[src/rtl/decoder_seq_nto2n.sv]
// Registered N-to-2^N decoder with STATIC, PULSE and SCAN modes.
// Every output is a flop fed from a single next-state decision, so at most
// one line can ever be asserted and all outputs change together.
module decoder_seq_nto2n #(
   parameter int   SEL_W      = 2,
   parameter bit   ACTIVE_LOW = 1'b1,
   parameter int   DWELL_W    = 4,
   localparam int  OUT_W      = 2**SEL_W
) (
   input  logic               clk,
   input  logic               rst_n,
   input  logic               en,
   input  logic [1:0]         mode,
   input  logic [SEL_W-1:0]   sel,
   input  logic               load,
   input  logic [DWELL_W-1:0] dwell,
   output logic [OUT_W-1:0]   y,
   output logic [SEL_W-1:0]   active_idx,
   output logic               valid,
   output logic               wrap
);

   localparam logic [OUT_W-1:0] IDLE_PAT = ACTIVE_LOW ? {OUT_W{1'b1}} : {OUT_W{1'b0}};
   localparam logic [OUT_W-1:0] ONE_HOT0 = {{(OUT_W-1){1'b0}}, 1'b1};
   localparam logic [SEL_W-1:0] LAST_IDX = SEL_W'(OUT_W-1);

   typedef enum logic [1:0] {
      S_IDLE   = 2'd0,
      S_STATIC = 2'd1,
      S_PULSE  = 2'd2,
      S_SCAN   = 2'd3
   } state_t;

   state_t             state, state_nxt;
   logic               armed;
   logic [SEL_W-1:0]   scan_idx, scan_idx_nxt;
   logic [DWELL_W-1:0] cnt, cnt_nxt;
   logic [DWELL_W-1:0] dwell_lat, dwell_lat_nxt;
   logic               wrap_nxt;
   logic [SEL_W-1:0]   line_nxt;
   logic               assert_nxt;
   logic [OUT_W-1:0]   y_nxt;

   // Hold off decoding for the first edge after reset release so a release
   // close to an edge can never produce a partial or spurious strobe.
   always_ff @(posedge clk or negedge rst_n) begin
      if (!rst_n) armed <= 1'b0;
      else        armed <= 1'b1;
   end

   // Next-state decision: mode and enable are re-evaluated on every edge.
   always_comb begin
      state_nxt = S_IDLE;
      if (armed && en) begin
         case (mode)
            2'b00:   state_nxt = S_STATIC;
            2'b01:   state_nxt = load ? S_PULSE : S_IDLE;
            2'b10:   state_nxt = S_SCAN;
            default: state_nxt = S_IDLE;
         endcase
      end
   end

   // Scan sequencer: fresh start on entry, otherwise count the dwell and
   // step the index; dwell is only re-latched at the frame wrap. The counter
   // stops at the latched dwell, so it never exceeds its own range.
   always_comb begin
      scan_idx_nxt  = '0;
      cnt_nxt       = '0;
      dwell_lat_nxt = dwell_lat;
      wrap_nxt      = 1'b0;
      if (state_nxt == S_SCAN) begin
         if (state != S_SCAN) begin
            dwell_lat_nxt = dwell;
         end else if (cnt == dwell_lat) begin
            scan_idx_nxt = scan_idx + SEL_W'(1);
            if (scan_idx == LAST_IDX) begin
               wrap_nxt      = 1'b1;
               dwell_lat_nxt = dwell;
            end
         end else begin
            scan_idx_nxt = scan_idx;
            cnt_nxt      = cnt + DWELL_W'(1);
         end
      end
   end

   // Output decode: pick the line, build the one-hot, apply polarity.
   always_comb begin
      assert_nxt = (state_nxt != S_IDLE);
      line_nxt   = (state_nxt == S_SCAN) ? scan_idx_nxt : sel;
      y_nxt      = assert_nxt ? (ONE_HOT0 << line_nxt) : '0;
      if (ACTIVE_LOW) y_nxt = ~y_nxt;
   end

   // State and sequencer registers.
   always_ff @(posedge clk or negedge rst_n) begin
      if (!rst_n) begin
         state     <= S_IDLE;
         scan_idx  <= '0;
         cnt       <= '0;
         dwell_lat <= '0;
      end else begin
         state     <= state_nxt;
         scan_idx  <= scan_idx_nxt;
         cnt       <= cnt_nxt;
         dwell_lat <= dwell_lat_nxt;
      end
   end

   // Registered outputs.
   always_ff @(posedge clk or negedge rst_n) begin
      if (!rst_n) begin
         y          <= IDLE_PAT;
         active_idx <= '0;
         valid      <= 1'b0;
         wrap       <= 1'b0;
      end else begin
         y          <= y_nxt;
         active_idx <= assert_nxt ? line_nxt : '0;
         valid      <= assert_nxt;
         wrap       <= wrap_nxt;
      end
   end

endmodule

[config.mk]
export PLATFORM = sky130hd
export DESIGN_NAME = decoder_seq_nto2n
export DESIGN_NICKNAME = d
export VERILOG_FILES = /design/src/rtl/decoder_seq_nto2n.sv
export SDC_FILE = /design/constraint.sdc
export NUM_CORES = 1
export LEC_CHECK = 0
export BUFFER_PORTS_ARGS = -buffer_cell sky130_fd_sc_hd__buf_2
export CAP_MARGIN = 10
export CORE_AREA = 2 2 48 62
export CTS_CLUSTER_SIZE = 10
export DETAILED_ROUTE_END_ITERATION = 10
export DIE_AREA = 0 0 50 64
export PLACE_DENSITY = 0.6
export SLEW_MARGIN = 20
export SYNTH_ARGS = -nofsm -noshare
export SYNTH_HDL_FRONTEND = slang
export SYNTH_SLANG_ARGS = --single-unit
[constraint.sdc]
create_clock -name clk -period 2.25 [get_ports clk]
set_input_delay 0.45 -clock clk [delete_from_list [all_inputs] [get_ports clk]]
set_output_delay 0.45 -clock clk [all_outputs]
set_load 0.005 [all_outputs]
Yosys cells after proc, flatten, opt, wreduce, memory -nomap -nowiden
Index checks and enable logic that the tools add are counted.
{"block": "word_totals", "register_bits": 21, "wordCells": 44, "in_bits": 12}
{"block": "op_classes", "bitwise": 1, "eq_ne": 6, "addsub": 2, "n_shift": 1, "reduce_logical": 6, "muxes": 19}
{"cell": "$mux W4", "count": 7}
{"cell": "$mux W2", "count": 7}
{"cell": "$eq A2 B2 Y1 const B", "count": 3}
{"cell": "$pmux W2 S3", "count": 1}
{"cell": "$reduce_bool A2 Y1", "count": 3}
{"cell": "$add A4 B1 Y4 const B", "count": 1}
{"cell": "$eq A4 B4 Y1", "count": 1}
{"cell": "$mux W1", "count": 4}
{"cell": "$not A4 Y4", "count": 1}
{"cell": "$shl A1 B2 Y4 const A", "count": 1}
{"cell": "$reduce_and A3 Y1", "count": 1}
{"cell": "$add A2 B1 Y2 const B", "count": 1}
{"cell": "$eq A2 B1 Y1 const B", "count": 1}
{"cell": "$logic_not A2 Y1", "count": 1}
{"cell": "$ne A2 B2 Y1 const B", "count": 1}
{"cell": "$logic_and A1 B1 Y1", "count": 1}

Logic depth before layout (Yosys ltp)
Gate-level depths: netlist of the first run.
{"block": "depth", "ltp_word": 9, "mapped_depth": 5, "mapped_depth_nobuf": 5}

Least setup slack after synthesis of the first run
Ideal clock, no wire load.
{"block": "synth_path", "path_kind": "register -> register", "start": "register dwell_lat[3]", "end": "register dwell_lat[0]", "synth_period_minus_slack_ns": 1.757, "arrival_ns": 1.633, "setup_time_ns": 0.125, "path_stages_with_launch": 6, "slack_ns": 0.493, "path_cell_list": "dfrtp_1 -> xor2_1 -> nor4_4 -> nand2_1 -> a31oi_4 -> mux2_2"}
{"block": "synth_between", "elab_chain_len": 3}
{"item": "start, declared", "line": "38", "text": "logic [DWELL_W-1:0] dwell_lat, dwell_lat_nxt;"}
{"item": "start signal, assigned", "line": "107", "text": "dwell_lat <= dwell_lat_nxt;"}
{"item": "$eq A4 B4 Y1", "line": "75", "text": "end else if (cnt == dwell_lat) begin"}
{"item": "$reduce_bool A2 Y1 (no source line)"}
{"item": "$reduce_and A3 Y1 (no source line)"}
No other way between the ends.
A chain may end at the register's enable or synchronous reset.

Final worst setup path of the first run
Same ends and word-level chain as after synthesis.

==> flow_summary.yaml, run 1 <==
run_status:
  outcome: "completed"
logic_synthesis:
  synth_cell_types: 24
  syn_nets: 83
  yosys_warnings: 0
  seq_area_frac_synth_pct: 59.9
  synthDominantCellAreaShare_pct: 48.0
  synth_top_area_cell: "dfrtp_1"
  syn_avg_cell_area_um2: 12.8
  syn-cell-area_um2: 886
  synthTopCellsByArea: "dfrtp_1 (48%), dfstp_2 (12%), mux2_2 (5.1%), xor2_1 (4.9%), nor2_1 (3.8%)"
  ys_seq_elements: 21
  syn_inst: 69
setup_path:
  crit_chain: "xor2_1 > nor4_4 > nand2_1 > a31oi_4 > mux2_2"
  crit_slowest_cell: "dfrtp_1"
  cpPeakStageDelay_ns: 0.42
  crit_type: "reg2reg"
  worst-path-max-fanout: 4
  end_kind: "flip-flop"
  cp.required_ns: 2.44
  startpoint_type: "flip-flop"
  arrival_ns: 2.07
global_route:
  grt_pass1_wl_mm: 2.71
  busiest_layer: "met2"
  grtUsageTotal_pct: 11.0
  met1_usage_pct: 14.8
  met3_usage_pct: 3.27
  overflow: 0
  antenna_found_initial: 0
  met2_usage_pct: 16.4
  grt_max_degree: 22
  grt_pass1_vias: 628
drt:
  num_vias: 570
  ant_nets: 0
  drc_errors: 0
  post_drt_wl_per_cell_um: 11.5
  drt_iter0_drc: 11
  viasPerCell: 4.52
  drt-total-wl_mm: 1.45
  dr.pass1.iters: 4
clock_tree:
  clock-sinks: 21
  clk_path_buf_depth: 2
  htree_num_levels: 1
  ctsHoldBuffers: 0
  post-cts-setup-buffers: 0
  cts_buffers: 3
  clk_transition_reported_paths_ns: 0.11
  clock_latency_ns: 0.29
  cts_resized: 0
  cts_tree: "built"
  root_buffer: "clkbuf_4"
cells_and_area:
  antennaDiodeCount: 0
  final_nets: 107
  layout_common_cells: "buf_2 (19), dfrtp_1 (17), nor2_1 (9)"
  postLayoutCoreUtil_pct: 40.4
  mostFrequentLayoutCell: "buf_2"
  drive_gt1_share_pct: 35.9
  syn2layout_area_growth_pct: 18.5
power:
  p_int_mw: 0.510
  sw_frac_of_total_pct: 24.2
  p_leak_nw: 0.485
  p_clk_share_pct: 25.9
  combPwrFrac_pct: 12.2
  ir_worst_vdd_uv: 381
  pwr-share-seq_pct: 61.9
  power.switching_mw: 0.162
  powerDensity_nw_per_um2: 640
placement:
  numPortBuffers: 19
  finalWeightedCongestion: 0.708
sta:
  clock.fmax_mhz: 532
  finalClockSkew_ns: 0.00457
  finalMaxSlewViolations: 0
  fin_tns_setup_ns: 0
  fin_crit_ns: 1.88
  period_share_pct: 83.6
  setup_viol: 0
  rsz0062_at_grt: "no"
  hold_viol: 0
floorplan:
  io_pins: 20
  fp.coreArea_um2: 2600
  rows: 21
  initial_core_util_pct: 34.1
  die_h_um: 64
  die-area_um2: 3200
  die_w_um: 50
hold_path:
  hold_class: "in2async"
run:
  cap_viol_max_count: 0
==> final timing paths <==
check / startpoint / to / slack [ns] / cells past startpoint
setup reg to reg: dwell_lat[3] / dwell_lat[0] / 0.37 / 5
setup / recovery: dwell_lat[3] / dwell_lat[0] / 0.37 / 5
max in group asynchronous: rst_n / y[0] / 1.82 / 1
min in group clk: mode[0] / state[0] / 0.36 / 2
hold / removal: rst_n / dwell_lat[0] / 0.09 / 1
hold reg to reg: cnt[0] / cnt[0] / 0.50 / 1
==> cells in the mapped netlist <==
master and count:
nand2b_1 2, dfstp_2 4, xnor2_1 1, nand3_1 3, ha_1 2, nand3b_1 3, mux2i_1 2, a21o_1 1
nor4_4 1, nand4_1 1, xor2_1 5, mux2_2 4, nand2_1 3, conb_1 1, nand4b_1 1, inv_1 2
a21oi_1 2, a2bb2oi_1 1, and4b_1 1, or3_1 1, or2_2 1, a31oi_4 1, dfrtp_1 17, nor2_1 9
==> cells by family (layout without fill, tap and decap cells) <==
family | Yosys count | after routing | synth area share, %
mux | 6 | 6 | 7.34
other cells | 1 | 1 | 0.423
xor+xnor | 6 | 6 | 5.93
fa+ha+maj | 2 | 2 | 2.82
buf+inv | 2 | 25 | 0.848
flops | 21 | 21 | 59.9
simple gates | 26 | 26 | 17.4
compound gates | 5 | 5 | 5.37
==> metal layers <==
layer | part of all wire, % | routed length, um
met1 | 44 | 634
met2 | 48 | 691
met3 | 8.4 | 122
met4 | 0 | 0
met5 | 0 | 0
==> layout make-up <==
cell class | instances | area (um2)
clock buffer | 4 | 26.3
fill | 263 | 1550
inverter | 2 | 7.51
multi-input combinational | 46 | 348
sequential | 21 | 531
tap | 34 | 42.5
timing repair buffer | 19 | 95.1
==> critical path: cells and delay by family (launching register included) <==
| family | cells | cell delay [ns] |
|---|---|---|
| XOR/XNOR | 1 | 0.19 |
| AND/OR/NAND/NOR | 2 | 0.55 |
| AO/OA/AOI/OAI | 1 | 0.26 |
| multiplexers | 1 | 0.36 |
| flip-flops | 1 | 0.42 |
==> flip-flops by register name (all words and copies together) (netlist names) <==
name,count
valid,1
wrap,1
scan_idx,2
active_idx,2
y,4
state,2
armed,1
cnt,4
dwell_lat,4
==> power by group through the flow <==
stage | Clock [mW] | Sequential [mW] | Combinational (mW)
after floorplan | 0 | 0.419 | 0.0550
after CTS | 0.185 | 0.417 | 0.0838
after detailed placement | 0 | 0.424 | 0.0835
final | 0.174 | 0.416 | 0.0820
after global routing | 0.201 | 0.420 | 0.0935
after global placement | 0 | 0.423 | 0.0826
==> metrics by stage <==
step                      area [um2]  power, mW  setup WS [ns]  instances  hold WS, ns
final                           1050      0.672          0.369        126       0.0851
after global routing            1050      0.715          0.198        126        0.114
after CTS                       1050      0.686          0.337        126       0.0908
after detailed placement        1020      0.508          0.356        122        0.432
after global placement          1020      0.506          0.401        122        0.425
after floorplan                  886      0.474          0.493         69        0.154
No activity file was read; power rests on OpenSTA's default activity.
==> run 2, diff against run 1 <==
- clock period: 2.25 -> 1.8 ns (I/O delays scaled with it)
==> flow_summary.yaml, run 2 (synthesis results as in run 1) <==
run_status:
  failed_checks: "negative setup slack"
  outcome: "finished, violations left"
setup_path:
  worst-path-max-fanout: 5
  worstRegToRegCells: 6
  reg2reg_slack_ns: -0.03
  startpoint_type: "flip-flop"
  crit_type: "reg2reg"
  cp.required_ns: 2.05
  arrival_ns: 2.08
  end_kind: "flip-flop"
placement:
  numPortBuffers: 19
  dpl_cell_area_um2: 1070
  dp_cells: 128
  finalWeightedCongestion: 0.657
  dp_hpwl_mm: 1.20
cells_and_area:
  nFillCells: 259
  antennaDiodeCount: 0
  drive_gt1_share_pct: 45.5
  fin_cells: 135
  layout_common_cells: "buf_2 (19), dfrtp_1 (17), nor2_1 (8), buf_4 (8)"
  finalInstanceArea_um2: 1150
  reg_top3: "cnt (4), dwell_lat (4), y (4)"
  mostFrequentLayoutCell: "buf_2"
  syn2layout_area_growth_pct: 29.5
  final_nets: 116
global_route:
  grt_max_degree: 22
  grt_pass1_wl_mm: 2.96
  overflow: 0
  antenna_found_initial: 0
  grt_pass1_vias: 716
  grtUsageTotal_pct: 12.7
hold_path:
  hold_class: "in2reg"
  whs_path_depth: 2
clock_tree:
  clk_transition_reported_paths_ns: 0.12
  clk_path_buf_depth: 2
  cts_tree: "built"
  clock-sinks: 21
  root_buffer: "clkbuf_4"
  cts_buffers: 3
  clock_latency_ns: 0.31
  htree_num_levels: 1
floorplan:
  die-area_um2: 3200
  die_w_um: 50
  rows: 21
  io_pins: 20
  fp.coreArea_um2: 2600
  initial_core_util_pct: 34.1
  die_h_um: 64
sta:
  finalClockSkew_ns: 0.00874
  setup_viol: 5
  rsz0062_at_grt: "yes"
  clock.fmax_mhz: 546
  finalMaxSlewViolations: 0
  fin_tns_setup_ns: -0.124
  whs_ns: 0.267
  fin_crit_ns: 1.83
  period_share_pct: 102
  fin_ws_ns: -0.0320
  hold_viol: 0
drt:
  drt-total-wl_mm: 1.68
  ant_nets: 0
  dr.pass1.iters: 3
  drc_errors: 0
  num_vias: 617
  post_drt_wl_per_cell_um: 12.5
  viasPerCell: 4.57
  drt_iter0_drc: 1
power:
  p_leak_nw: 0.536
  powerDensity_nw_per_um2: 757
  ir_worst_vdd_uv: 377
  p_total_mw: 0.869
run:
  cap_viol_max_count: 0
==> run 2: changes by cell type in the layout (fill, tap and decap cells not counted), sizes merged <==
cell,before,now
buf,19,27
dlygate4sd3,0,1
clkbuf,4,3
clkinv,0,1
==> run 2: critical path: stages (launching register included) <==
cell	delay [ns]
dfrtp_1	0.42
xor2_1	0.17
nor4_4	0.36
mux2i_1	0.15
a2bb2oi_1	0.16
buf_4	0.15
or3_1	0.35
==> run 2: what timing repair did <==
| action | CTS | global route |
|---|---|---|
| setup endpoints to repair | 5 | 10 |
| pin swaps | 4 | 1 |
| hold endpoints to repair | 17 | 0 |
| buffers inserted | 2 | 0 |
| gates cloned | 0 | 0 |
| gates resized for setup | 3 | 2 |
| hold buffers | 1 | 0 |
==> run 2: through the flow <==
stage	util (%)	worst slack (ns)
after global placement	41.1	-0.0281
after floorplan	-	0.0426
after detailed placement	41.1	-0.0902
after CTS	43.7	-0.0755
final	44.1	-0.0320
after global routing	44.1	-0.162
==> run 2: layout make-up <==
type	instances	area [um2]	area share [%]
sequential	21	531	46.2
multi-input combinational	46	374	32.6
timing repair buffer	28	165	14.4
tap	34	42.5	3.71
clock buffer	3	22.5	1.96
inverter	2	7.51	0.654
clock inverter	1	5.00	0.436
==> run 2: per-layer routing <==
layer / part of all wire, % / global-route usage, %
met5: 0 / 0
met4: 1.5 / 7.29
met3: 6.0 / 3.50
met2: 52 / 22.4
met1: 40 / 13.0
==> run 2: power breakdown <==
group          internal (mW)  leakage, nW  switching, mW
logic                 0.0630        0.251         0.0574
registers              0.501        0.267         0.0204
clock network         0.0830       0.0177          0.144
total                  0.647        0.536          0.222
==> run 2: final timing paths <==
check | from | to
worst min register to register | dwell_lat[0] | dwell_lat[0]
worst max-delay path | cnt[3] | y[3]
worst max register to register | cnt[3] | y[3]
max in group asynchronous | rst_n | y[2]
min in group asynchronous | rst_n | cnt[0]
worst min-delay path | mode[0] | state[0]
==> run 3, diff against run 2 <==
- ABC_AREA: unset -> 1
- CAP_MARGIN: 10 -> 20
- CORE_AREA: 2 2 48 62 -> 2 2 51 65
- DIE_AREA: 0 0 50 64 -> 0 0 53 67
- clock period: 1.8 -> 2.1 ns (I/O delays scaled with it)
==> flow_summary.yaml, run 3 <==
floorplan:
  rows: 22
  die_w_um: 53
  io_pins: 20
  fp.coreArea_um2: 2890
  die_h_um: 67
  die-area_um2: 3550
  initial_core_util_pct: 34.7
sta:
  hold_viol: 0
  whs_ns: 0.0533
  finalClockSkew_ns: 0.00418
  clock.fmax_mhz: 736
  fin_tns_setup_ns: 0
  rsz0062_at_grt: "no"
  fin_crit_ns: 1.36
  period_share_pct: 64.7
  setup_viol: 0
  finalMaxSlewViolations: 0
drt:
  ant_nets: 0
  dr.pass1.iters: 2
  viasPerCell: 4.20
  post_drt_wl_per_cell_um: 9.91
  drt_iter0_drc: 3
  num_vias: 701
  drc_errors: 0
  drt-total-wl_mm: 1.66
power:
  combPwrFrac_pct: 15.0
  ir_worst_vdd_uv: 331
  sw_frac_of_total_pct: 26.2
  p_clk_share_pct: 25.5
  power.switching_mw: 0.194
  p_leak_nw: 0.616
  powerDensity_nw_per_um2: 632
  p_int_mw: 0.546
  p_total_mw: 0.740
  pwr-share-seq_pct: 59.4
cells_and_area:
  postLayoutCoreUtil_pct: 40.5
  drive_gt1_share_pct: 37.4
  layout_common_cells: "nand2_1 (26), buf_2 (19), inv_1 (18)"
  seqCellArea_um2: 531
  nFillCells: 300
  multi_input_area_um2: 390
  final_nets: 146
  syn2layout_area_growth_pct: 16.7
  mostFrequentLayoutCell: "nand2_1"
  reg_top3: "cnt (4), dwell_lat (4), y (4)"
  antennaDiodeCount: 0
logic_synthesis:
  seq_area_frac_synth_pct: 52.9
  synth_edf_count: 0
  synth_flop_cell: "dfrtp_1"
  async_reset_ff_share_pct: 100
  syn_nets: 122
  synth_common_cells: "nand2_1 (26), inv_1 (18), dfrtp_1 (17)"
  syn_inst: 108
  post-synth-top-count-cell: "nand2_1"
  synthTopCellsByArea: "dfrtp_1 (42%), dfstp_2 (10%), nand2_1 (9.7%), inv_1 (6.7%), nand2_4 (3.4%)"
  syn-cell-area_um2: 1000
  syn_avg_cell_area_um2: 9.29
  yosys_warnings: 0
  synth_cell_types: 22
  synthDominantCellAreaShare_pct: 42.4
  synth_top_area_cell: "dfrtp_1"
  ys_seq_elements: 21
run_status:
  outcome: "completed"
setup_path:
  crit_family: "flip-flops"
  worst-path-max-fanout: 1
  startpoint_type: "flip-flop"
  cpPeakStageDelay_ns: 0.53
  crit_type: "reg2out"
  crit_chain: "buf_2"
  cp.required_ns: 1.68
  end_kind: "primary output"
  arrival_ns: 0.94
  cp.buffers_inverters: 1
  crit_slowest_cell: "dfstp_2"
clock_tree:
  clock-sinks: 21
  clk_path_buf_depth: 2
  htree_num_levels: 1
  root_buffer: "clkbuf_4"
  cts_tree: "built"
  ctsHoldBuffers: 0
  post-cts-setup-buffers: 0
  clk_transition_reported_paths_ns: 0.11
  clock_latency_ns: 0.30
  cts_buffers: 3
  cts_resized: 0
placement:
  numPortBuffers: 19
  dp_hpwl_mm: 1.30
  finalWeightedCongestion: 0.767
global_route:
  overflow: 0
  grt_max_degree: 22
  grt_pass1_vias: 716
  antenna_found_initial: 0
  grtUsageTotal_pct: 11.6
  grt_pass1_wl_mm: 2.95
hold_path:
  hold_class: "in2async"
run:
  cap_viol_max_count: 0
-- run 3: path summary, 6_finish.rpt --
check                      startpoint      endpoint  slack (ns)  depth (start not counted)
min in group clk              mode[0]      state[0]        0.31                          2
hold reg to reg                cnt[0]        cnt[0]        0.53                          1
setup / recovery                 y[3]          y[3]        0.74                          1
hold / removal                  rst_n  dwell_lat[2]        0.05                          1
setup reg to reg               cnt[0]  dwell_lat[0]        0.76                          8
max in group asynchronous       rst_n          y[3]        1.71                          1
-- run 3: cell type report --
class | count | area share (%)
flip-flops and latches | 21 | 45.3
multi-input cells | 65 | 33.3
repair buffers | 19 | 8.12
inverters | 22 | 7.05
well taps | 36 | 3.85
clock buffers | 3 | 1.92
clock inverters | 1 | 0.427
-- run 3: power by group through the flow --
stage          logic (mW)  registers [mW]  clock network [mW]
6_report            0.111           0.440               0.189
5_1_grt             0.127           0.442               0.220
4_1_cts             0.115           0.440               0.206
3_5_place_dp        0.114           0.447                   0
3_3_place_gp        0.111           0.447                   0
2_1_floorplan      0.0775           0.446                   0
-- run 3: stage by stage --
| step | instance area [um2] | cells | setup slack (ns) |
|---|---|---|---|
| after floorplan | 1000 | 108 | 0.881 |
| after global placement | 1140 | 163 | 0.658 |
| after detailed placement | 1140 | 163 | 0.643 |
| after CTS | 1170 | 167 | 0.722 |
| after global routing | 1170 | 167 | 0.647 |
| final | 1170 | 167 | 0.742 |
-- run 3: logic make-up after synthesis --
| group | count (synthesis) | synth area share [%] |
|---|---|---|
| compound gates | 6 | 3.99 |
| xor+xnor | 2 | 1.75 |
| fa+ha+maj | 2 | 2.49 |
| buf+inv | 22 | 8.23 |
| flops | 21 | 52.9 |
| other cells | 1 | 0.374 |
| simple gates | 54 | 30.3 |
-- run 3: routing by layer --
metal / share of wire, % / vias to the layer above / GRT usage, %
met5: 0 / - / 0
met4: 0.60 / 0 / 5.77
met3: 5.9 / 2 / 2.47
met2: 50 / 18 / 19.2
met1: 43 / 314 / 13.9
li1: - / 367 / -
